$ cat config.mk
export PLATFORM = sky130hd
export DESIGN_NAME = pwm_peripheral
export DESIGN_NICKNAME = d
export VERILOG_FILES = /design/src/rtl/pwm_pkg.sv /design/src/rtl/pwm_prescaler.sv /design/src/rtl/pwm_peripheral.sv
export SDC_FILE = /design/constraint.sdc
export NUM_CORES = 1
export LEC_CHECK = 0
export CORE_MARGIN = 10
export CORE_UTILIZATION = 44
export CTS_CLUSTER_SIZE = 24
export DETAILED_ROUTE_END_ITERATION = 6
export PLACE_DENSITY = 0.88
export REMOVE_ABC_BUFFERS = 1
export SYNTH_ARGS = -nofsm -noshare
export SYNTH_HDL_FRONTEND = slang
export SYNTH_SLANG_ARGS = --single-unit
$ cat constraint.sdc
create_clock -name clk -period 2.03 [get_ports clk]
set_input_delay 0.3045 -clock clk [delete_from_list [all_inputs] [get_ports clk]]
set_output_delay 0.3045 -clock clk [all_outputs]
set_load 0.03 [all_outputs]
$ cat src/rtl/pwm_pkg.sv
// -----------------------------------------------------------------------------
// pwm_pkg
// Shared constants and types for the 16-channel output/PWM driver.
//   PWM_CNT_W : width of the shared PWM period counter (256 steps per period)
//   NUM_CH    : number of user output channels
//   DUTY_FULL : duty code that forces a channel permanently high
//   ch_mode_e : per-channel mode derived from the enable and PWM-select bits
// -----------------------------------------------------------------------------
package pwm_pkg;

    localparam int PWM_CNT_W = 8;
    localparam int NUM_CH    = 16;

    localparam logic [PWM_CNT_W-1:0] DUTY_FULL = 8'hFF;

    typedef enum logic [1:0] {
        CH_OFF    = 2'd0,
        CH_STATIC = 2'd1,
        CH_PWM    = 2'd2
    } ch_mode_e;

    // The output enable dominates: a disabled channel is OFF whatever its
    // PWM-select bit says.
    function automatic ch_mode_e ch_mode(input logic en, input logic pwm_sel);
        ch_mode_e mode;
        if (!en) begin
            mode = CH_OFF;
        end else if (!pwm_sel) begin
            mode = CH_STATIC;
        end else begin
            mode = CH_PWM;
        end
        return mode;
    endfunction

endpackage

$ cat src/rtl/pwm_prescaler.sv
// -----------------------------------------------------------------------------
// pwm_prescaler
// Divides clk down to the PWM step rate. pre_cnt runs 0..CLK_DIV-1 and wraps;
// tick is high while pre_cnt sits on its last value, so the PWM counter
// advances once every CLK_DIV clocks. With CLK_DIV = 1 tick is constantly 1.
//   clk   in  1  system clock
//   rst_n in  1  asynchronous active-low reset
//   tick  out 1  step enable for the PWM counter (combinational from pre_cnt)
// -----------------------------------------------------------------------------
module pwm_prescaler #(
    parameter int CLK_DIV = 13
) (
    input  logic clk,
    input  logic rst_n,
    output logic tick
);

    localparam int PRE_W = (CLK_DIV > 1) ? $clog2(CLK_DIV) : 1;
    localparam logic [PRE_W-1:0] PRE_LAST = PRE_W'(CLK_DIV - 1);

    logic [PRE_W-1:0] pre_cnt_q;
    logic [PRE_W-1:0] pre_cnt_d;

    assign tick = (pre_cnt_q == PRE_LAST);

    // For CLK_DIV = 1 the counter is pinned at zero and tick never drops.
    always_comb begin
        pre_cnt_d = pre_cnt_q;
        if (tick) begin
            pre_cnt_d = '0;
        end else begin
            pre_cnt_d = pre_cnt_q + PRE_W'(1);
        end
    end

    always_ff @(posedge clk or negedge rst_n) begin
        if (!rst_n) begin
            pre_cnt_q <= '0;
        end else begin
            pre_cnt_q <= pre_cnt_d;
        end
    end

endmodule

$ cat src/rtl/pwm_peripheral.sv
// -----------------------------------------------------------------------------
// pwm_peripheral
// Sixteen-channel output driver. Each channel is off, static high, or PWM at
// a shared duty cycle. All PWM channels share one 8-bit counter, so they are
// phase-aligned. The duty value is shadowed and only taken at the 255->0 wrap
// so no period is ever truncated; enable and mode bits act on the next edge.
//   clk             in  1   system clock
//   rst_n           in  1   asynchronous active-low reset
//   en_reg_out_7_0  in  8   output enable, channels 7..0
//   en_reg_out_15_8 in  8   output enable, channels 15..8
//   en_reg_pwm_7_0  in  8   PWM mode select, channels 7..0
//   en_reg_pwm_15_8 in  8   PWM mode select, channels 15..8
//   pwm_duty_cycle  in  8   shared duty value (0xFF = always high)
//   out             out 16  registered channel outputs
//   period_start    out 1   one-clock pulse on the edge the counter wraps to 0
// -----------------------------------------------------------------------------
module pwm_peripheral #(
    parameter int CLK_DIV = 13
) (
    input  logic        clk,
    input  logic        rst_n,
    input  logic [7:0]  en_reg_out_7_0,
    input  logic [7:0]  en_reg_out_15_8,
    input  logic [7:0]  en_reg_pwm_7_0,
    input  logic [7:0]  en_reg_pwm_15_8,
    input  logic [7:0]  pwm_duty_cycle,
    output logic [15:0] out,
    output logic        period_start
);

    import pwm_pkg::*;

    logic                 tick;
    logic                 wrap;
    logic                 pwm_lvl;
    logic [NUM_CH-1:0]    en_all;
    logic [NUM_CH-1:0]    pwm_all;

    logic [PWM_CNT_W-1:0] pwm_cnt_q;
    logic [PWM_CNT_W-1:0] pwm_cnt_d;
    logic [PWM_CNT_W-1:0] duty_sh_q;
    logic [PWM_CNT_W-1:0] duty_sh_d;
    logic [NUM_CH-1:0]    out_q;
    logic [NUM_CH-1:0]    out_d;
    logic                 period_start_q;
    logic                 period_start_d;

    pwm_prescaler #(
        .CLK_DIV (CLK_DIV)
    ) u_prescaler (
        .clk   (clk),
        .rst_n (rst_n),
        .tick  (tick)
    );

    assign en_all  = {en_reg_out_15_8, en_reg_out_7_0};
    assign pwm_all = {en_reg_pwm_15_8, en_reg_pwm_7_0};

    // The edge on which the counter steps from 255 to 0 is the period boundary.
    assign wrap = tick && (pwm_cnt_q == {PWM_CNT_W{1'b1}});

    // 0xFF is forced fully on; a plain compare would leave a one-step low
    // glitch at count 255.
    assign pwm_lvl = (duty_sh_q == DUTY_FULL) || (pwm_cnt_q < duty_sh_q);

    always_comb begin
        pwm_cnt_d      = pwm_cnt_q;
        duty_sh_d      = duty_sh_q;
        period_start_d = 1'b0;
        out_d          = '0;

        if (tick) begin
            pwm_cnt_d = pwm_cnt_q + PWM_CNT_W'(1);
        end

        if (wrap) begin
            duty_sh_d      = pwm_duty_cycle;
            period_start_d = 1'b1;
        end

        for (int i = 0; i < NUM_CH; i++) begin
            case (ch_mode(en_all[i], pwm_all[i]))
                CH_OFF:    out_d[i] = 1'b0;
                CH_STATIC: out_d[i] = 1'b1;
                CH_PWM:    out_d[i] = pwm_lvl;
                default:   out_d[i] = 1'b0;
            endcase
        end
    end

    always_ff @(posedge clk or negedge rst_n) begin
        if (!rst_n) begin
            pwm_cnt_q      <= '0;
            duty_sh_q      <= '0;
            out_q          <= '0;
            period_start_q <= 1'b0;
        end else begin
            pwm_cnt_q      <= pwm_cnt_d;
            duty_sh_q      <= duty_sh_d;
            out_q          <= out_d;
            period_start_q <= period_start_d;
        end
    end

    assign out          = out_q;
    assign period_start = period_start_q;

endmodule

==> results.cfg, run 1 <==
[cells_and_area]
final_util_pct = 66.3
area_growth_pct = 45.1
antennaDiodeCount = 0
drive_gt1_share_pct = 18.4
nets = 241
layoutNonFillerInstCount = 238

[logic_synthesis]
yosys_warnings = 0
ys_seq_area_share_pct = 55.3
synth_fa_ha_area_share_pct = 7.48
synthXorXnorAreaFrac_pct = 4.19
yosys.area_share.simple_pct = 7.85
postSynthCellCount = 123
synth_edf_count = 0
synthMuxAreaShare_pct = 6.28
yosysUniqueCellTypes = 28
synth_top_family_by_area = compound AO/OA/AOI/OAI gates
avgSynthCellArea_um2 = 13.6
synth_compound_area_share_pct = 15.3
syn_area_um2 = 1670
yosys.area.top_type = dfrtp_1
ys.flop_type = dfrtp_1
synth_top_area_share_pct = 55.3
postSynth.asyncResetShare_pct = 100
synth.area.top_cells = dfrtp_1 55%, ha_1 7.5%, a21boi_2 6.7%
ys_ff_latch = 37

[sta]
relSlewSlack_pct = 69.5
rsz0062_at_grt = false
setup_ws_ps = 201
min_period_over_period_pct = 90.1
clock.fmax_mhz = 547
hold_viol_final = 0
fin_worst_skew_ps = 5.36
tns_ps = 0
finalSetupViolCount = 0
min_period_ps = 1830
worstMarginPinSlew_ps = 457
slew_viol_final = 0

[route]
ant_nets = 0
viasPerCell = 4.97
first_pass_iters = 4
vias = 1182
drt-initial-drc-count = 55
avgRoutedWirePerCell_um = 15.8
routed_wl_um = 3760
drc = 0

[floorplanning]
die_h_um = 81.7
rows = 22
initial_core_util_pct = 45.7
core_area_um2 = 3660
pin_count = 59
die_w_um = 81.7
die_area_um2 = 6670

[cts]
cts.path.max_buffers = 2
clock-sinks = 37
clkTransAtPathRegs_ps = 70
cts_hold_buf = 0
cts-root-buf = clkbuf_8
cts_inserted_buffers = 5
cts_setup_buffers = 0
htree_levels = 2
cts_tree = done
clk_latency_ps = 280
cts-resized-gates = 0

[global_route]
antenna_found_initial = 0
grt.overflow.total = 0
grt_max_degree = 38
first_global_vias = 1376
grt_pass1_wl_um = 6330
grt_util_all_layers_pct = 12.6

[power_and_ir_drop]
irDropWorstVdd_mv = 0.633
switching_share_pct = 21.9
seqPwrFrac_pct = 50.6
power.switching_uw = 335
power.internal_mw = 1.19
power.leakage_nw = 1.06
power_density_nw_per_um2 = 629
power.share.clock_pct = 35.7
comb_power_share_pct = 13.7

[place]
globalplace.congestion = 0.797
dpl.hpwl_um = 3110
io_buffers = 58
dp_cells = 230
place_ws_ps = 192

[status]
status = finished, final reports clean

[critical_path]
worst-setup-path-type = register to register
start_kind = register
crit_fanout = 16
required_ps = 2190
reg2reg_depth = 6
rr_endpoint = out[4]
r2r_start = pwm_cnt_q[7]
worstPathArrival_ps = 1990
end_kind = register
r2r_slack_ps = 200

[flow_run]
maxCapViolCount = 0

[worst_hold_path]
hold_path_class = input port to asynchronous set/reset pin
## how the worst max path moves through the flow
| stage | slack (ps) | cells after the start | start | to |
|---|---|---|---|---|
| floorplan | -200 | 5 | pwm_cnt_q[7] | out[0] |
| global placement | 300 | 6 | pwm_cnt_q[7] | out[4] |
| detailed placement | 190 | 6 | pwm_cnt_q[7] | out[0] |
| CTS | 190 | 6 | pwm_cnt_q[7] | out[4] |
| global route | 80 | 6 | pwm_cnt_q[5] | out[4] |
| finish | 200 | 6 | pwm_cnt_q[7] | out[4] |
## metal layers
| layer | vias up | GRT usage [%] | routed length [um] |
|---|---|---|---|
| met5 | - | 0 | 0 |
| met4 | 0 | 5.44 | 53 |
| met3 | 4 | 9.17 | 514 |
| met2 | 51 | 19.4 | 1750 |
| met1 | 566 | 12.7 | 1440 |
| li1 | 561 | - | - |
## registers in the layout (all words and copies together) (netlist names)
name / flops
duty_sh_q: 8
out: 16
period_start: 1
pwm_cnt_q: 8
u_prescaler.pre_cnt_q: 4
## critical path: stages (launching register included)
cell      delay (ps)
dfrtp_1          440
ha_1             340
and4_1           190
o21ai_1           90
o32ai_2          340
buf_12           200
a21boi_0         100
## synth_stat cells, types with 3 or more instances
library cell,number
a21boi_0,6
a21boi_2,10
dfrtp_1,37
ha_1,10
inv_1,10
mux2_2,8
nand2_1,3
nand4_1,5
nor2_1,6
xnor2_1,5
xor2_1,3
## metrics by stage
step | total power, mW | instance area, um^2 | hold WS, ps
floorplan | 0.857 | 1650 | 8.91
global placement | 0.990 | 2330 | 449
detailed placement | 0.999 | 2330 | 478
CTS | 1.55 | 2430 | 467
global route | 1.60 | 2430 | 495
finish | 1.53 | 2430 | 453
## final cells by class
cell class | count | area, um^2
Clock buffer | 7 | 96.3
Clock inverter | 1 | 5.00
Fill cell | 239 | 1230
Inverter | 10 | 37.5
Multi-Input combinational cell | 74 | 687
Sequential cell | 37 | 926
Tap cell | 48 | 60.1
Timing Repair Buffer | 61 | 616
## cell families after synthesis
kind of cell,after synthesis
multiplexers,9
XOR/XNOR,8
adder cells (fa/ha/maj),10
flip-flops,37
buffers and inverters,12
AND/OR/NAND/NOR,21
AO/OA/AOI/OAI,26
## layout by cell type, fill, tap and decap left out, drive strengths merged, types with 2 or more instances in the layout
cell type      count
dfrtp             37
and3               3
inv               10
clkdlybuf4s50     58
a21oi              2
ha                10
mux2               9
nand4              5
and4               2
buf                3
a21boi            16
clkbuf             7
o21ai              2
xnor2              5
nor2               6
xor2               3
nand2              3
## power by group through the flow
stage	Combinational [mW]	Clock (mW)	Sequential, mW
5_1_grt	0.225	0.599	0.774
3_3_place_gp	0.205	0	0.785
4_1_cts	0.213	0.562	0.773
6_report	0.209	0.546	0.773
3_5_place_dp	0.212	0	0.787
2_1_floorplan	0.0371	0	0.820
Power figures use the tool's default switching activity.
==> run 2: changes to the inputs <==
--- a/config.mk
+++ b/config.mk
@@ -5,11 +5,13 @@
 export SDC_FILE = /design/constraint.sdc
 export NUM_CORES = 1
 export LEC_CHECK = 0
+export CORE_ASPECT_RATIO = 0.9
 export CORE_MARGIN = 10
-export CORE_UTILIZATION = 44
+export CORE_UTILIZATION = 35
+export CTS_CLUSTER_DIAMETER = 150
 export CTS_CLUSTER_SIZE = 24
 export DETAILED_ROUTE_END_ITERATION = 6
-export PLACE_DENSITY = 0.88
+export PLACE_DENSITY = 0.74
 export REMOVE_ABC_BUFFERS = 1
 export SYNTH_ARGS = -nofsm -noshare
 export SYNTH_HDL_FRONTEND = slang
==> run 2 against run 1 <==
Die area grew 19%. Design area grew 0.26%. Via count shrank 0.93%. Critical path depth is the same. Final cell count grew 5.5%. Register-to-register slack is essentially flat. Setup slack gained 0.98 ps. Wire length shrank 1.5%. Clock-buffer cell count shrank 1. Clock skew grew 3.8 ps. Highest routed layer unchanged.
==> results.cfg, run 2 (synthesis gave the netlist of run 1 again) <==
[power_and_ir_drop]
switching_share_pct = 22.3
comb_power_share_pct = 14.0
power.switching_uw = 332
irDropWorstVdd_mv = 0.359
power_density_nw_per_um2 = 610
power.leakage_nw = 1.05
power.share.clock_pct = 34.0
seqPwrFrac_pct = 52.0
power.internal_mw = 1.15

[sta]
relSlewSlack_pct = 69.8
tns_ps = 0
min_period_ps = 1830
hold_viol_final = 0
worstMarginPinSlew_ps = 452
min_period_over_period_pct = 90.1
finalSetupViolCount = 0
slew_viol_final = 0
clock.fmax_mhz = 547
rsz0062_at_grt = false
fin_worst_skew_ps = 9.19

[global_route]
first_global_vias = 1356
grt_max_degree = 38
grt.overflow.total = 0
antenna_found_initial = 0
grt_util_all_layers_pct = 10.0
grt_pass1_wl_um = 6370

[critical_path]
start_kind = register
required_ps = 2180
crit_fanout = 16
crit_start = pwm_cnt_q[7]
worst-setup-path-type = register to register
worstPathArrival_ps = 1980
r2r_start = pwm_cnt_q[7]
r2r_slack_ps = 200
rr_endpoint = out[0]
end_kind = register
reg2reg_depth = 6

[route]
drc = 0
ant_nets = 0
vias = 1171
avgRoutedWirePerCell_um = 14.8
drt-initial-drc-count = 31
viasPerCell = 4.67
first_pass_iters = 4
routed_wl_um = 3710

[cts]
cts_hold_buf = 0
cts_setup_buffers = 0
clkTransAtPathRegs_ps = 70
clk_latency_ps = 280
cts_tree = done
cts-root-buf = clkbuf_8
htree_levels = 2
clock-sinks = 37
cts_inserted_buffers = 5
cts-resized-gates = 0
cts.path.max_buffers = 2

[status]
status = finished, final reports clean

[cells_and_area]
layout_commonest_cell = clkdlybuf4s50_1
layout_common_cells = 58 x clkdlybuf4s50_1, 37 x dfrtp_1, 10 x inv_1, 10 x a21boi_2, 10 x ha_1
largest_reg_flops = 16
antennaDiodeCount = 0
drive_gt1_share_pct = 18.0
fillers = 400
final_util_pct = 53.5
nets = 241
area_growth_pct = 45.5

[floorplanning]
rows = 23
pin_count = 59
die_w_um = 92.9
core_area_um2 = 4550
die_area_um2 = 7950
initial_core_util_pct = 36.8
die_h_um = 85.6

[place]
io_buffers = 58
globalplace.congestion = 0.789
dpl.hpwl_um = 3080

[flow_run]
maxCapViolCount = 0

[worst_hold_path]
hold_path_class = input port to asynchronous set/reset pin
[run 2: worst max-delay path by stage]
stage              end  slack, ps  depth (start not counted)
6_report        out[0]        200                          6
5_1_grt        out[15]         90                          6
4_1_cts         out[0]        190                          6
3_5_place_dp    out[0]        220                          6
3_3_place_gp    out[4]        280                          6
2_1_floorplan   out[0]       -200                          5
[run 2: cell type report]
class / count / area (um^2) / share of cell area, %
Clock buffer: 6 / 82.6 / 3.39
Inverter: 10 / 37.5 / 1.54
Clock inverter: 1 / 7.51 / 0.308
Tap cell: 62 / 77.6 / 3.19
Sequential cell: 37 / 926 / 38.0
Timing Repair Buffer: 61 / 616 / 25.3
Multi-Input combinational cell: 74 / 687 / 28.2
[run 2: metrics by stage]
stage / area (um^2) / worst slack, ps / hold WS, ps / power [mW] / std cells
final: 2430 / 202 / 451 / 1.49 / 251
after CTS: 2430 / 190 / 456 / 1.50 / 251
after floorplan: 1650 / -197 / 8.91 / 0.857 / 121
after global placement: 2340 / 284 / 450 / 0.992 / 244
after detailed placement: 2340 / 220 / 483 / 0.998 / 244
after global routing: 2430 / 85.7 / 492 / 1.55 / 251
[run 2: power groups by stage]
stage | sequential, mW | clock (mW) | combinational (mW)
after floorplan | 0.820 | 0 | 0.0371
after global placement | 0.786 | 0 | 0.207
after detailed placement | 0.786 | 0 | 0.212
after CTS | 0.773 | 0.519 | 0.213
after global routing | 0.775 | 0.544 | 0.226
final | 0.772 | 0.505 | 0.208
[run 2: routing by layer]
| metal | vias up | routed length, um | global-route usage, % |
|---|---|---|---|
| met3 | 4 | 658 | 8.97 |
| li1 | 565 | - | - |
| met5 | - | 0 | 0 |
| met4 | 0 | 41 | 3.78 |
| met1 | 549 | 1390 | 9.91 |
| met2 | 53 | 1620 | 14.8 |
[run 2: worst max-delay path: stages (launching register included)]
cell and delay, ps:
dfrtp_1 450, ha_1 350, and4_1 190, o21ai_1 70, o32ai_2 340, buf_12 200
a21boi_0 100
==> run 3: changes to the inputs <==
--- a/config.mk
+++ b/config.mk
@@ -5,13 +5,14 @@
 export SDC_FILE = /design/constraint.sdc
 export NUM_CORES = 1
 export LEC_CHECK = 0
+export ABC_AREA = 1
 export CORE_ASPECT_RATIO = 0.9
 export CORE_MARGIN = 10
-export CORE_UTILIZATION = 35
+export CORE_UTILIZATION = 46
 export CTS_CLUSTER_DIAMETER = 150
 export CTS_CLUSTER_SIZE = 24
 export DETAILED_ROUTE_END_ITERATION = 6
-export PLACE_DENSITY = 0.74
+export PLACE_DENSITY = 0.88
 export REMOVE_ABC_BUFFERS = 1
 export SYNTH_ARGS = -nofsm -noshare
 export SYNTH_HDL_FRONTEND = slang
==> run 3 against run 2 <==
Global-route usage is 3.4 points higher. Sequential power is 0.6% lower. Critical path type unchanged. Non-clock buffer count is 3 lower.
==> results.cfg, run 3 <==
[status]
status = finished, final reports clean

[logic_synthesis]
syn_area_um2 = 1900
ys.flop_type = dfrtp_1
ys_seq_area_share_pct = 48.6
yosysUniqueCellTypes = 21
postSynthCellCount = 233
postSynth.asyncResetShare_pct = 100
ys_ff_latch = 37
synth_edf_count = 0
synth_top_area_share_pct = 48.6
synth.area.top_cells = dfrtp_1 49%, nand2_1 17%, inv_1 11%
avgSynthCellArea_um2 = 8.17
yosys.area.top_type = dfrtp_1
yosysMostFrequentCell = nand2_1
yosys_warnings = 0
synth_common_cells = 85 x nand2_1, 54 x inv_1, 37 x dfrtp_1, 10 x ha_1, 10 x nand3_1

[floorplanning]
die_h_um = 81.0
rows = 22
pin_count = 59
core_area_um2 = 4050
die_w_um = 87.8
die_area_um2 = 7120
initial_core_util_pct = 47.1

[power_and_ir_drop]
power_mw = 1.52
irDropWorstVdd_mv = 0.293
power_density_nw_per_um2 = 583
power.leakage_nw = 1.53

[cells_and_area]
fin_area_um2 = 2620
largest_reg_flops = 16
final_util_pct = 64.7
fillers = 352
area_growth_pct = 37.4
antennaDiodeCount = 0
layoutNonFillerInstCount = 345
nets = 348
drive_gt1_share_pct = 5.39
layout_commonest_cell = nand2_1
layout_common_cells = 84 x nand2_1, 57 x clkdlybuf4s50_1, 54 x inv_1

[cts]
clk_latency_ps = 300
clkTransAtPathRegs_ps = 80
htree_levels = 2
cts.path.max_buffers = 2
clock-sinks = 37
cts-root-buf = clkbuf_8
cts_tree = done
cts_inserted_buffers = 5
cts_hold_buf = 0
cts_setup_buffers = 0

[sta]
relSlewSlack_pct = 46.4
worstMarginPinSlew_ps = 803
min_period_over_period_pct = 82.9
tns_ps = 0
rsz0062_at_grt = false
fin_worst_skew_ps = 7.66
hold_viol_final = 0
setup_ws_ps = 347
min_period_ps = 1680
finalSetupViolCount = 0
timing.hold.ws_ps = 91.8
slew_viol_final = 0
clock.fmax_mhz = 594

[place]
io_buffers = 58
dp_cells = 337
placed_area_um2 = 2530
dpl.hpwl_um = 3440
globalplace.congestion = 0.795
place_ws_ps = 188

[global_route]
grt_max_degree = 38
antenna_found_initial = 0
first_global_vias = 1587
grt_util_all_layers_pct = 13.5
grt.overflow.total = 0
grt_pass1_wl_um = 7420

[route]
first_pass_iters = 4
drc = 0
ant_nets = 0
viasPerCell = 4.49
avgRoutedWirePerCell_um = 12.3
routed_wl_um = 4260
drt-initial-drc-count = 47
vias = 1548

[critical_path]
required_ps = 2190
worstPathArrival_ps = 1850
start_kind = register
crit_fanout = 9
worst-setup-path-type = register to register
end_kind = register

[worst_hold_path]
hold_path_class = input port to asynchronous set/reset pin

[flow_run]
maxCapViolCount = 0
## run 3: critical path, stage by stage, from the launching register on
cell     delay [ps]
dfrtp_1         410
inv_1            90
ha_1            200
nand3_4         140
nor2_4          150
nand4_4         110
nor3_4          300
o21ai_0         140
## run 3: kinds of logic (layout without fill, tap and decap cells)
logic type | Yosys count | count (layout) | share of synthesized area, %
simple gates | 111 | 111 | 26.7
buf+inv | 56 | 120 | 11.3
xor+xnor | 8 | 8 | 3.68
flops | 37 | 37 | 48.6
fa+ha+maj | 10 | 10 | 6.57
compound gates | 11 | 11 | 3.09
## run 3: power by group
part           leakage (nW)  internal [mW]  switching, mW
logic                  1.06          0.127          0.119
clock network        0.0439          0.237          0.274
registers             0.423          0.761        0.00655
## run 3: final timing paths
path,from,end,slack [ps],cells after the start
setup / recovery,u_prescaler.pre_cnt_q[0],duty_sh_q[2],350,7
hold / removal,rst_n,pwm_cnt_q[5],90,1
setup reg to reg,u_prescaler.pre_cnt_q[0],duty_sh_q[2],350,7
hold reg to reg,pwm_cnt_q[3],pwm_cnt_q[3],540,1
max in group asynchronous,rst_n,duty_sh_q[2],1440,1
min in group clk,pwm_cnt_q[3],pwm_cnt_q[3],540,1
## run 3: routing by layer
layer	up-vias	track usage, %	share of wire [%]	routed length (um)
met5	-	0	0	0
met4	0	5.41	1.3	54
met3	6	7.30	9.4	400
met2	39	22.2	48	2060
met1	678	14.2	41	1750
li1	825	-	-	-
## run 3: layout make-up
class	instances	area (um^2)	share of cell area (%)
clock inverters	3	17.5	0.670
inverters	54	203	7.75
well taps	48	60.1	2.30
multi-input cells	140	766	29.3
repair buffers	58	576	22.0
clock buffers	5	68.8	2.63
flip-flops and latches	37	926	35.4
## run 3: what timing repair did
item                                   in CTS  in global routing
endpoints found under the hold margin       0                  0
setup endpoints to repair                   0                 16
resized for setup                           0                  1
